--- src/rtl/ex_pkg.sv ---
// Shared encodings for the LEGv8 execute stage: ALU control codes, operand-B
// selects, ALUOp classes, opcode match constants and the ALU decode function.
package ex_pkg;

  typedef enum logic [3:0] {
    ALU_AND   = 4'b0000,
    ALU_ORR   = 4'b0001,
    ALU_ADD   = 4'b0010,
    ALU_SUB   = 4'b0110,
    ALU_PASSB = 4'b0111,
    ALU_MUL   = 4'b1000,
    ALU_NOR   = 4'b1100
  } alu_ctl_e;

  localparam logic [1:0] SRC_RS2     = 2'b00;
  localparam logic [1:0] SRC_IMM     = 2'b01;
  localparam logic [1:0] SRC_IMM12   = 2'b10;
  localparam logic [1:0] SRC_ILLEGAL = 2'b11;

  localparam logic [1:0] ALUOP_MEM = 2'b00;
  localparam logic [1:0] ALUOP_CB  = 2'b01;
  localparam logic [1:0] ALUOP_R   = 2'b10;
  localparam logic [1:0] ALUOP_I   = 2'b11;

  // R-format opcodes, instr[31:21]; NOR uses a local encoding
  localparam logic [10:0] OPC_ADD = 11'b10001011000;
  localparam logic [10:0] OPC_SUB = 11'b11001011000;
  localparam logic [10:0] OPC_AND = 11'b10001010000;
  localparam logic [10:0] OPC_ORR = 11'b10101010000;
  localparam logic [10:0] OPC_MUL = 11'b10011011000;
  localparam logic [10:0] OPC_NOR = 11'b11101010001;

  // I-format opcodes, instr[31:22]
  localparam logic [9:0] OPI_ADDI = 10'b1001000100;
  localparam logic [9:0] OPI_SUBI = 10'b1101000100;
  localparam logic [9:0] OPI_ANDI = 10'b1001001000;
  localparam logic [9:0] OPI_ORRI = 10'b1011001000;

  typedef struct packed {
    logic     ok;
    alu_ctl_e code;
  } alu_dec_t;

  typedef struct packed {
    logic mem_read;
    logic mem_write;
    logic mem_to_reg;
    logic reg_write;
    logic illegal;
  } ex_ctl_t;

  typedef struct packed {
    logic b;
    logic bz;
    logic bnz;
  } br_t;

  function automatic alu_dec_t alu_decode(input logic [1:0] alu_op, input logic [10:0] opc);
    alu_dec_t d;
    d.ok   = 1'b1;
    d.code = ALU_ADD;
    case (alu_op)
      ALUOP_MEM: d.code = ALU_ADD;
      ALUOP_CB:  d.code = ALU_PASSB;
      ALUOP_R: begin
        case (opc)
          OPC_ADD: d.code = ALU_ADD;
          OPC_SUB: d.code = ALU_SUB;
          OPC_AND: d.code = ALU_AND;
          OPC_ORR: d.code = ALU_ORR;
          OPC_NOR: d.code = ALU_NOR;
          OPC_MUL: d.code = ALU_MUL;
          default: d.ok   = 1'b0;
        endcase
      end
      default: begin
        case (opc[10:1])
          OPI_ADDI: d.code = ALU_ADD;
          OPI_SUBI: d.code = ALU_SUB;
          OPI_ANDI: d.code = ALU_AND;
          OPI_ORRI: d.code = ALU_ORR;
          default:  d.ok   = 1'b0;
        endcase
      end
    endcase
    return d;
  endfunction

endpackage

--- src/rtl/ex_stage_pipe_if.sv ---
// ID/EX in, EX/MEM out and flush bundle of the execute stage.
interface ex_stage_pipe_if #(parameter int unsigned XLEN = 64);
  logic            flush;
  logic            in_valid;
  logic            in_ready;
  logic [XLEN-1:0] pc;
  logic [31:0]     instr;
  logic [XLEN-1:0] imm;
  logic [XLEN-1:0] rs1_data;
  logic [XLEN-1:0] rs2_data;
  logic [1:0]      alu_src;
  logic [1:0]      alu_op;
  logic            b;
  logic            bz;
  logic            bnz;
  logic            mem_read;
  logic            mem_write;
  logic            mem_to_reg;
  logic            reg_write;
  logic            out_valid;
  logic            out_ready;
  logic [XLEN-1:0] result;
  logic [XLEN-1:0] store_data;
  logic [XLEN-1:0] branch_addr;
  logic            pc_src;
  logic            zero;
  logic [4:0]      rd;
  logic [4:0]      ctl_out;

  modport master (
    output flush, in_valid, pc, instr, imm, rs1_data, rs2_data, alu_src, alu_op,
           b, bz, bnz, mem_read, mem_write, mem_to_reg, reg_write, out_ready,
    input  in_ready, out_valid, result, store_data, branch_addr, pc_src, zero, rd, ctl_out
  );

  modport slave (
    input  flush, in_valid, pc, instr, imm, rs1_data, rs2_data, alu_src, alu_op,
           b, bz, bnz, mem_read, mem_write, mem_to_reg, reg_write, out_ready,
    output in_ready, out_valid, result, store_data, branch_addr, pc_src, zero, rd, ctl_out
  );
endinterface

--- src/rtl/ex_stage_pipe_mul.sv ---
// Iterative shift-add multiplier: XLEN/MUL_STEPS multiplier bits per cycle,
// first chunk folded in on the start edge so done rises MUL_STEPS-1 edges later.
module iter_mul #(
  parameter int unsigned XLEN      = 64,
  parameter int unsigned MUL_STEPS = XLEN
) (
  input  logic            clk,
  input  logic            rst,
  input  logic            start,
  input  logic            abort,
  input  logic [XLEN-1:0] a,
  input  logic [XLEN-1:0] b,
  output logic            done,
  output logic [XLEN-1:0] product
);
  localparam int unsigned CHUNK = XLEN / MUL_STEPS;
  localparam int unsigned CW    = (MUL_STEPS > 1) ? $clog2(MUL_STEPS) : 1;
  localparam int unsigned LAST  = (MUL_STEPS > 1) ? MUL_STEPS - 2 : 0;

  logic [XLEN-1:0] mcand_q, mplier_q, acc_q;
  logic [CW-1:0]   cnt_q;
  logic            busy_q, done_q;
  logic [XLEN-1:0] pp_start, pp_step;

  function automatic logic [XLEN-1:0] partial(input logic [XLEN-1:0] x, input logic [CHUNK-1:0] m);
    logic [XLEN-1:0] s;
    s = '0;
    for (int j = 0; j < int'(CHUNK); j++) begin
      if (m[j]) s = s + (x << j);
    end
    return s;
  endfunction

  assign pp_start = partial(a, b[CHUNK-1:0]);
  assign pp_step  = partial(mcand_q, mplier_q[CHUNK-1:0]);
  assign done     = done_q;
  assign product  = acc_q;

  always_ff @(posedge clk or posedge rst) begin
    if (rst) begin
      mcand_q  <= '0;
      mplier_q <= '0;
      acc_q    <= '0;
      cnt_q    <= '0;
      busy_q   <= 1'b0;
      done_q   <= 1'b0;
    end else if (abort) begin
      busy_q <= 1'b0;
      done_q <= 1'b0;
    end else if (start) begin
      mcand_q  <= a << CHUNK;
      mplier_q <= b >> CHUNK;
      acc_q    <= pp_start;
      cnt_q    <= '0;
      busy_q   <= (MUL_STEPS > 1);
      done_q   <= (MUL_STEPS == 1);
    end else if (busy_q) begin
      acc_q    <= acc_q + pp_step;
      mcand_q  <= mcand_q << CHUNK;
      mplier_q <= mplier_q >> CHUNK;
      cnt_q    <= cnt_q + CW'(1);
      if (cnt_q == CW'(LAST)) begin
        busy_q <= 1'b0;
        done_q <= 1'b1;
      end
    end else begin
      done_q <= 1'b0;
    end
  end
endmodule

--- src/rtl/ex_stage_pipe.sv ---
// LEGv8 execute stage with iterative MUL; all EX/MEM outputs are registered,
// in_ready is the only combinational output.
module ex_stage_pipe #(
  parameter int unsigned XLEN      = 64,
  parameter int unsigned MUL_STEPS = XLEN
) (
  input  logic            clk,
  input  logic            rst,
  ex_stage_pipe_if.slave  bus
);
  import ex_pkg::*;

  typedef enum logic {IDLE, MUL_BUSY} state_e;

  state_e          state_q;
  logic            out_valid_q, zero_q, pc_src_q;
  logic [XLEN-1:0] result_q, store_q, baddr_q;
  logic [4:0]      rd_q;
  ex_ctl_t         ctl_q;

  logic [XLEN-1:0] pend_store_q, pend_baddr_q;
  logic [4:0]      pend_rd_q;
  ex_ctl_t         pend_ctl_q;
  br_t             pend_br_q;

  alu_dec_t        dec;
  logic [XLEN-1:0] opb, alu_res, in_baddr;
  ex_ctl_t         in_ctl;
  br_t             in_br;
  logic            in_ready_c, accept, is_mul, load, mul_done;
  logic [XLEN-1:0] mul_product;

  logic [XLEN-1:0] result_d, store_d, baddr_d;
  logic [4:0]      rd_d;
  ex_ctl_t         ctl_d;
  br_t             br_d;
  logic            zero_d, pc_src_d;

  logic            unused_instr;
  assign unused_instr = ^bus.instr[9:5];

  assign dec        = alu_decode(bus.alu_op, bus.instr[31:21]);
  assign in_ready_c = !rst && !bus.flush && (state_q == IDLE) && (!out_valid_q || bus.out_ready);
  assign accept     = bus.in_valid && in_ready_c;
  assign is_mul     = dec.ok && (dec.code == ALU_MUL);
  assign load       = (state_q == IDLE) ? (accept && !is_mul) : mul_done;
  assign in_baddr   = bus.pc + (bus.imm << 2);
  assign in_br      = '{b: bus.b, bz: bus.bz, bnz: bus.bnz};

  // Operand B, ALU and control bits for the op currently on the ID/EX side
  always_comb begin
    opb = '0;
    case (bus.alu_src)
      SRC_RS2:   opb = bus.rs2_data;
      SRC_IMM:   opb = bus.imm;
      SRC_IMM12: opb = XLEN'(bus.instr[21:10]);
      default:   opb = '0;
    endcase

    alu_res = '0;
    case (dec.code)
      ALU_AND:   alu_res = bus.rs1_data & opb;
      ALU_ORR:   alu_res = bus.rs1_data | opb;
      ALU_ADD:   alu_res = bus.rs1_data + opb;
      ALU_SUB:   alu_res = bus.rs1_data - opb;
      ALU_PASSB: alu_res = opb;
      ALU_NOR:   alu_res = ~(bus.rs1_data | opb);
      default:   alu_res = '0;
    endcase
    if (!dec.ok) alu_res = '0;

    in_ctl = '{mem_read:   bus.mem_read,
               mem_write:  bus.mem_write,
               mem_to_reg: bus.mem_to_reg,
               reg_write:  bus.reg_write,
               illegal:    (bus.alu_src == SRC_ILLEGAL) || !dec.ok};
  end

  // EX/MEM next values: from the live op, or from the parked MUL fields
  always_comb begin
    result_d = alu_res;
    store_d  = bus.rs2_data;
    baddr_d  = in_baddr;
    rd_d     = bus.instr[4:0];
    ctl_d    = in_ctl;
    br_d     = in_br;
    if (state_q == MUL_BUSY) begin
      result_d = mul_product;
      store_d  = pend_store_q;
      baddr_d  = pend_baddr_q;
      rd_d     = pend_rd_q;
      ctl_d    = pend_ctl_q;
      br_d     = pend_br_q;
    end
    zero_d   = (result_d == '0);
    pc_src_d = br_d.b | (br_d.bz & zero_d) | (br_d.bnz & ~zero_d);
  end

  iter_mul #(.XLEN(XLEN), .MUL_STEPS(MUL_STEPS)) u_mul (
    .clk     (clk),
    .rst     (rst),
    .start   (accept && is_mul),
    .abort   (bus.flush),
    .a       (bus.rs1_data),
    .b       (opb),
    .done    (mul_done),
    .product (mul_product)
  );

  always_ff @(posedge clk or posedge rst) begin
    if (rst) begin
      state_q      <= IDLE;
      out_valid_q  <= 1'b0;
      result_q     <= '0;
      store_q      <= '0;
      baddr_q      <= '0;
      rd_q         <= '0;
      ctl_q        <= '0;
      zero_q       <= 1'b0;
      pc_src_q     <= 1'b0;
      pend_store_q <= '0;
      pend_baddr_q <= '0;
      pend_rd_q    <= '0;
      pend_ctl_q   <= '0;
      pend_br_q    <= '0;
    end else if (bus.flush) begin
      out_valid_q <= 1'b0;
      state_q     <= IDLE;
    end else begin
      case (state_q)
        IDLE: begin
          if (accept && is_mul) begin
            pend_store_q <= bus.rs2_data;
            pend_baddr_q <= in_baddr;
            pend_rd_q    <= bus.instr[4:0];
            pend_ctl_q   <= in_ctl;
            pend_br_q    <= in_br;
            out_valid_q  <= 1'b0;
            state_q      <= MUL_BUSY;
          end else if (accept) begin
            out_valid_q <= 1'b1;
          end else if (bus.out_ready) begin
            out_valid_q <= 1'b0;
          end
        end
        MUL_BUSY: begin
          if (mul_done) begin
            out_valid_q <= 1'b1;
            state_q     <= IDLE;
          end
        end
        default: state_q <= IDLE;
      endcase

      if (load) begin
        result_q <= result_d;
        store_q  <= store_d;
        baddr_q  <= baddr_d;
        rd_q     <= rd_d;
        ctl_q    <= ctl_d;
        zero_q   <= zero_d;
        pc_src_q <= pc_src_d;
      end
    end
  end

  assign bus.in_ready    = in_ready_c;
  assign bus.out_valid   = out_valid_q;
  assign bus.result      = result_q;
  assign bus.store_data  = store_q;
  assign bus.branch_addr = baddr_q;
  assign bus.pc_src      = pc_src_q;
  assign bus.zero        = zero_q;
  assign bus.rd          = rd_q;
  assign bus.ctl_out     = ctl_q;
endmodule

--- src/flat_wrapper.sv ---
// flat-port wrapper written by rule: the top's interface ports become plain ports
module ex_stage_pipe_flat import ex_pkg::*;
#(
  parameter int unsigned XLEN      = 64,
  parameter int unsigned MUL_STEPS = XLEN
)
  (clk, rst, bus_flush, bus_in_valid, bus_pc, bus_instr, bus_imm, bus_rs1_data, bus_rs2_data, bus_alu_src, bus_alu_op, bus_b, bus_bz, bus_bnz, bus_mem_read, bus_mem_write, bus_mem_to_reg, bus_reg_write, bus_out_ready, bus_in_ready, bus_out_valid, bus_result, bus_store_data, bus_branch_addr, bus_pc_src, bus_zero, bus_rd, bus_ctl_out);
  ex_stage_pipe_if #(.XLEN(XLEN)) bus_i ();
  input  logic clk;
  input  logic rst;
  input wire logic [$bits(bus_i.flush)-1:0] bus_flush;
  input wire logic [$bits(bus_i.in_valid)-1:0] bus_in_valid;
  input wire logic [$bits(bus_i.pc)-1:0] bus_pc;
  input wire logic [$bits(bus_i.instr)-1:0] bus_instr;
  input wire logic [$bits(bus_i.imm)-1:0] bus_imm;
  input wire logic [$bits(bus_i.rs1_data)-1:0] bus_rs1_data;
  input wire logic [$bits(bus_i.rs2_data)-1:0] bus_rs2_data;
  input wire logic [$bits(bus_i.alu_src)-1:0] bus_alu_src;
  input wire logic [$bits(bus_i.alu_op)-1:0] bus_alu_op;
  input wire logic [$bits(bus_i.b)-1:0] bus_b;
  input wire logic [$bits(bus_i.bz)-1:0] bus_bz;
  input wire logic [$bits(bus_i.bnz)-1:0] bus_bnz;
  input wire logic [$bits(bus_i.mem_read)-1:0] bus_mem_read;
  input wire logic [$bits(bus_i.mem_write)-1:0] bus_mem_write;
  input wire logic [$bits(bus_i.mem_to_reg)-1:0] bus_mem_to_reg;
  input wire logic [$bits(bus_i.reg_write)-1:0] bus_reg_write;
  input wire logic [$bits(bus_i.out_ready)-1:0] bus_out_ready;
  output wire logic [$bits(bus_i.in_ready)-1:0] bus_in_ready;
  output wire logic [$bits(bus_i.out_valid)-1:0] bus_out_valid;
  output wire logic [$bits(bus_i.result)-1:0] bus_result;
  output wire logic [$bits(bus_i.store_data)-1:0] bus_store_data;
  output wire logic [$bits(bus_i.branch_addr)-1:0] bus_branch_addr;
  output wire logic [$bits(bus_i.pc_src)-1:0] bus_pc_src;
  output wire logic [$bits(bus_i.zero)-1:0] bus_zero;
  output wire logic [$bits(bus_i.rd)-1:0] bus_rd;
  output wire logic [$bits(bus_i.ctl_out)-1:0] bus_ctl_out;
  assign bus_i.flush = bus_flush;
  assign bus_i.in_valid = bus_in_valid;
  assign bus_i.pc = bus_pc;
  assign bus_i.instr = bus_instr;
  assign bus_i.imm = bus_imm;
  assign bus_i.rs1_data = bus_rs1_data;
  assign bus_i.rs2_data = bus_rs2_data;
  assign bus_i.alu_src = bus_alu_src;
  assign bus_i.alu_op = bus_alu_op;
  assign bus_i.b = bus_b;
  assign bus_i.bz = bus_bz;
  assign bus_i.bnz = bus_bnz;
  assign bus_i.mem_read = bus_mem_read;
  assign bus_i.mem_write = bus_mem_write;
  assign bus_i.mem_to_reg = bus_mem_to_reg;
  assign bus_i.reg_write = bus_reg_write;
  assign bus_i.out_ready = bus_out_ready;
  assign bus_in_ready = bus_i.in_ready;
  assign bus_out_valid = bus_i.out_valid;
  assign bus_result = bus_i.result;
  assign bus_store_data = bus_i.store_data;
  assign bus_branch_addr = bus_i.branch_addr;
  assign bus_pc_src = bus_i.pc_src;
  assign bus_zero = bus_i.zero;
  assign bus_rd = bus_i.rd;
  assign bus_ctl_out = bus_i.ctl_out;
  ex_stage_pipe #(.XLEN(XLEN), .MUL_STEPS(MUL_STEPS)) u_core (.clk(clk), .rst(rst), .bus(bus_i));
endmodule
--- config.mk ---
export PLATFORM = sky130hd
export DESIGN_NAME = ex_stage_pipe_flat
export DESIGN_NICKNAME = d
export VERILOG_FILES = /design/src/rtl/ex_pkg.sv /design/src/rtl/ex_stage_pipe_if.sv /design/src/rtl/ex_stage_pipe_mul.sv /design/src/rtl/ex_stage_pipe.sv /design/src/flat_wrapper.sv
export SDC_FILE = /design/constraint.sdc
export NUM_CORES = 2
export LEC_CHECK = 0
export ABC_AREA = 1
export CORE_MARGIN = 5
export CORE_UTILIZATION = 45
export CTS_CLUSTER_DIAMETER = 80
export DETAILED_ROUTE_END_ITERATION = 8
export PLACE_DENSITY = 0.63
export SLEW_MARGIN = 25
export SYNTH_ARGS = -nofsm -noshare
export SYNTH_HDL_FRONTEND = slang
export SYNTH_SLANG_ARGS = --single-unit
--- constraint.sdc ---
create_clock -name clk -period 50.6 [get_ports clk]
set_clock_uncertainty 0.1 [all_clocks]
set_input_delay 10.12 -clock clk [delete_from_list [all_inputs] [get_ports clk]]
set_output_delay 10.12 -clock clk [all_outputs]
set_load 0.01 [all_outputs]
### After elaboration in Yosys (flattened, before gate mapping)

Cells that the tools add are included.
W data, S select, Z words.

| operators by class | value |
|---|---|
| $add $sub $neg | 5 |
| equality and inequality tests | 25 |
| muxes and demuxes | 44 |
| bitwise gates (word level) | 10 |
| reduce and logical (&&, ||, !) cells | 26 |

Operators by type and width:

| kind | count |
|---|---|
| $mux W64 | 12 |
| $pmux W64 S6 | 1 |
| $add A64 B64 Y64 | 3 |
| $pmux W64 S3 | 1 |
| $eq A11 B11 Y1 const B | 6 |
| $and A64 B64 Y64 | 1 |
| $logic_not A64 Y1 | 1 |
| $not A64 Y64 | 1 |
| $or A64 B64 Y64 | 1 |
| $sub A64 B64 Y64 | 1 |
| $eq A10 B10 Y1 const B | 4 |
| $pmux W4 S5 | 1 |
| $mux W1 | 19 |
| $mux W6 | 2 |
| $pmux W4 S3 | 1 |
| $mux W5 | 2 |
| $pmux W3 S3 | 1 |
| $eq A4 B3 Y1 const B | 2 |
| $eq A4 B4 Y1 const B | 2 |
| $logic_and A1 B1 Y1 | 7 |
| $add A6 B1 Y6 const B | 1 |
| $eq A2 B2 Y1 const B | 3 |
| $eq A6 B6 Y1 const B | 1 |
| $pmux W1 S2 | 3 |
| 20 further kinds | 33 |

| storage, ports and cells | value |
|---|---|
| bits in registers | 547 |
| bits of input ports | 304 |
| output and inout port bits | 206 |
| logic and storage cells | 140 |

### Depth between registers and ports, before layout

| logic depth | value |
|---|---|
| word-level depth | 11 |
| gate-level depth with buffers | 46 |
| mapped depth without buffers | 44 |

### Modules after synthesis

From an unflattened synthesis, not the netlist that was laid out.

| second synthesis, totals | value |
|---|---|
| cell total of the unflattened synthesis | 7480 |
| area, all modules | 46076.7 um^2 |

By module, submodules not included:

| module | instances | cells each | area an instance (um^2) | sequential area each (um^2) |
|---|---|---|---|---|
| ex_stage_pipe | 1 | 4978 | 30226.5 | 8683.3 |
| iter_mul | 1 | 2502 | 15850.2 | 4954.8 |

### Worst setup path after synthesis

No wires, ideal clock.

| timing path | value |
|---|---|
| path type | input -> output |
| from | in rst |
| to | out bus_in_ready |
| data arrival time | 22.565 ns |
| data required time | 40.380 ns |
| path slack | 17.815 ns |
| stages | 3 |
| path buffers | 0 |
| cells stage by stage | inv_1 > o2111ai_1 > inv_1 |

| between the ends | value |
|---|---|
| word-level cells in the longest chain between the ends | 4 |

RTL lines:

| what | RTL line | source |
|---|---|---|
| from (decl) | flat_wrapper.sv:10 | `input logic rst;` |
| $logic_not A1 Y1 | ex_stage_pipe.sv:43 | `assign in_ready_c = !rst && !bus.flush && (state_q == IDLE) && (!out_valid_q \|\| bus.out_ready);` |
| $logic_and A1 B1 Y1 (3 in series) | ex_stage_pipe.sv:43 |  |
| to (decl) | flat_wrapper.sv:28 | `output wire logic [$bits(bus_i.in_ready)-1:0] bus_in_ready;` |

No other way between the ends.

### Worst setup path after layout

Same ends and word-level chain as after synthesis.

==> qor.csv <==
stage,metric,value,unit
run_status,outcome,"finished, final reports clean",
timing,count of final hold-check violations,0,
yosys,Mapped Cells,6971,
timing,final setup TNS,0,ns
die,Die H,324,um
detailed_routing,Post-DRT Antenna Nets,0,
detailed_routing,vias per inst,5.74,
die,effective utilization at floorplan,45.2,%
yosys,post-synthesis cell type count,61,
worst_setup_path,Crit. End Element,output port,
clock_network,cts repair resizes,0,
grt,first-pass GRT wire length,301000,um
yosys,Ys Warns,0,
yosys,Yosys reg bits,545,
grt,GRT Util Overall,38.3,%
timing,Rel. slew slack,24.9,%
detailed_routing,via count,49800,
grt,M2 GR Usage,56.3,%
grt,largest net degree at the start of global routing,132,
clock_network,worst skew pair latency,0.66,ns
yosys,sequential area share after synthesis,30.8,%
final_layout,Fill cells,10000,
timing,RSZ-0062 raised after global routing,false,
flow_run,Max-cap violations,0,
yosys,post-synthesis cell area,0.0443,sq mm
yosys,Avg Synthesized Cell Area,6.36,sq um
final_layout,Post-layout nets,7822,
clock_network,Num Clock Sinks,545,
pwr,Max VDD drop,28.2,uV
die,Boundary Pins,510,
yosys,ys flop type,dfrtp_1,
clock_network,clock root cell,clkbuf_16,
clock_network,Hold Buf Count CTS,0,
grt,"Most Used Layer, Global Route",met2,
final_layout,fin cells,8680,
final_layout,Util after Layout,53.7,%
yosys,ys async rst share,100,%
pwr,PD cells,29.7,mW/mm^2
grt,met3 Use GR,9.50,%
placement,placed insts,8540,
detailed_routing,drt wl/cell,23.9,um
timing,crit share post-route,43.9,%
grt,vias in the first global route,45700,
detailed_routing,DR pass1 iterations,7,
worst_hold_path,Hold Path Class,flip-flop to flip-flop,
worst_setup_path,startpoint types,input pin,
placement,detailed placement HPWL,164000,um
final_layout,proportion of layout cells with a drive suffix above 1,4.81,%
timing,Slew Limit Fails,0,
placement,Final Wtd Congestion,1.05,
yosys,area share of the largest cell type after synthesis,30.8,%
grt,total grt overflow,0,
timing,final setup fails,0,
yosys,post-synth top area cell,dfrtp_1,
final_layout,area grow syn2layout,18.9,%
worst_setup_path,Setup CP Type,input pin to output port,
placement,IO Port Bufs,504,
timing,Max Clock Freq,45.0,MHz
detailed_routing,starting DRC count in detailed routing,6074,
clock_network,CTS buffer count,69,
clock_network,CTS tree,yes,
detailed_routing,drt drc,0,
grt,antenna violations before repair,26,
worst_setup_path,CP arrival,11.99,ns
yosys,Mapped Nets,7469,
clock_network,Clock transition at path regs,0.05,ns
die,die width,324,um
clock_network,post-CTS setup buffers,0,
yosys,"EDFF count, synth",0,
timing,worst slew pin tran,1.13,ns
timing,fin crit period,22.21,ns
worst_setup_path,worst-path fanout max,95,
pwr,P_leak,26.3,nW
yosys,synth top area cells,"dfrtp_1 31%, nand2_1 19%, inv_1 6.9%",
grt,global routing met1 resource utilization,53.8,%
die,Core Rows,115,
clock_network,CTS H-tree lvls,3,
die,die footprint,0.105,sq mm
detailed_routing,drt total wl,207000,um
worst_setup_path,CP required,40.38,ns
clock_network,clock buffer depth,3,
die,core area,0.0981,sq mm
-- where the power goes --
group / total, W / switching [W] / internal (W)
logic: 0.000534 / 0.000334 / 0.000200
registers: 0.000509 / 0.0000301 / 0.000479
clock network: 0.000522 / 0.000217 / 0.000304
-- through the flow --
stage / cell area, sq um / worst slack (ns) / hold WS, ns / power [W]
2_1_floorplan: 44300 / 17.82 / 0.342 / 0.000777
3_3_place_gp: 50300 / 28.34 / 0.354 / 0.00103
3_5_place_dp: 50300 / 28.31 / 0.360 / 0.00104
4_1_cts: 52700 / 28.31 / 0.374 / 0.00156
5_1_grt: 52700 / 28.18 / 0.392 / 0.00163
6_report: 52700 / 28.39 / 0.378 / 0.00157
-- metal layers --
metal | part of all wire [%] | vias up
met1 | 43 | 23500
met3 | 11 | 414
met5 | 0.039 | -
met2 | 42 | 2578
li1 | - | 23300
met4 | 5.0 | 12
-- cell type report --
cell class | instances | area, sq um | area share, %
multi-input combinational | 5275 | 26300 | 49.8
sequential | 545 | 13600 | 25.9
timing repair buffer | 558 | 5470 | 10.4
inverter | 875 | 3310 | 6.28
clock buffer | 93 | 1980 | 3.75
tap | 1287 | 1610 | 3.05
clock inverter | 30 | 389 | 0.738
antenna | 17 | 42.5 | 0.0807
-- cell usage in the layout, fill, tap and decap left out, types with 6 or more instances in the layout --
cell / netlist / final
nand2_1: 2194 / 2193
inv_1: 819 / 815
nor2_1: 812 / 809
dfrtp_1: 545 / 543
clkdlybuf4s50_1: 0 / 504
o21ai_0: 428 / 428
a21oi_1: 357 / 357
a31oi_1: 353 / 353
nand3_1: 317 / 316
ha_1: 191 / 191
xor2_1: 120 / 120
nand4_1: 97 / 97
clkbuf_16: 0 / 70
inv_2: 55 / 55
buf_4: 3 / 51
nand3b_1: 50 / 50
xnor2_1: 35 / 35
nor3_1: 35 / 34
or2_2: 34 / 34
nor4_1: 25 / 25
o21ai_2: 24 / 24
a21o_1: 22 / 22
o21ai_1: 20 / 20
nor2_2: 18 / 19
diode_2: 0 / 17
a21boi_0: 15 / 15
o21ai_4: 14 / 14
clkbuf_8: 0 / 14
o211ai_1: 13 / 13
o22ai_1: 11 / 11
o21bai_1: 9 / 9
clkbuf_1: 187 / 9
clkinv_2: 0 / 9
nand2_2: 9 / 8
nor2_4: 6 / 8
inv_8: 0 / 7
o221ai_1: 7 / 7
o2111ai_1: 6 / 6
-- state kept, by name, indices dropped and copies added, names as in the netlist, 3 cells and up --
signal / flops
u_core.pend_br_q: 3
u_core.pend_rd_q: 5
u_core.bus.result: 64
u_core.u_mul.mcand_q: 63
u_core.pend_baddr_q: 64
u_core.pend_store_q: 64
u_core.bus.ctl_out: 5
u_core.pend_ctl_q: 5
u_core.bus.store_data: 64
u_core.u_mul.product: 64
u_core.bus.rd: 5
u_core.bus.branch_addr: 64
u_core.u_mul.mplier_q: 63
u_core.u_mul.cnt_q: 6
-- cells by family (layout without fill, tap and decap cells) --
group	after synthesis	in the layout	synth area share [%]
compound gates	1307	1307	17.0
xor+xnor	155	155	3.06
fa+ha+maj	194	194	5.53
buf+inv	1151	1556	10.1
flops	545	545	30.8
mux	3	3	0.0677
other cells	0	17	0
simple gates	3616	3616	33.5
-- worst paths after layout --
kind,cells after the start,startpoint,slack [ns],end
max,5,rst,28.39,bus_in_ready
min,2,u_core.bus.branch_addr[31],0.38,u_core.bus.branch_addr[31]
max reg2reg,11,u_core.state_q,45.29,u_core.u_mul.product[9]
min reg2reg,2,u_core.bus.branch_addr[31],0.38,u_core.bus.branch_addr[31]
max in group asynchronous,6,rst,37.03,u_core.u_mul.mcand_q[41]
min in group asynchronous,2,rst,9.87,u_core.pend_rd_q[4]
-- critical path, stage by stage --
cell             delay (ns)
clkdlybuf4s50_1        0.50
inv_8                  0.50
o2111ai_1              0.21
inv_1                  0.11
clkdlybuf4s50_1        0.54
-- synth_stat cells, drive strengths merged (3+ instances only) --
library cell,instances
clkbuf,187
o21bai,9
inv,874
a211oi,4
nand3b,50
nand3,318
fa,3
o21a,4
a221oi,4
a31oi,353
ha,191
or2,36
o22ai,11
o21ai,486
nor4,25
a21oi,358
a21o,22
and3,4
a21boi,21
o31ai,5
o2111ai,6
o211ai,13
mux2i,3
xor2,120
dfrtp,545
xnor2,35
o221ai,7
buf,89
nor2,837
nor3,37
nand2,2204
nand4,101
Power figures use the tool's default switching activity.
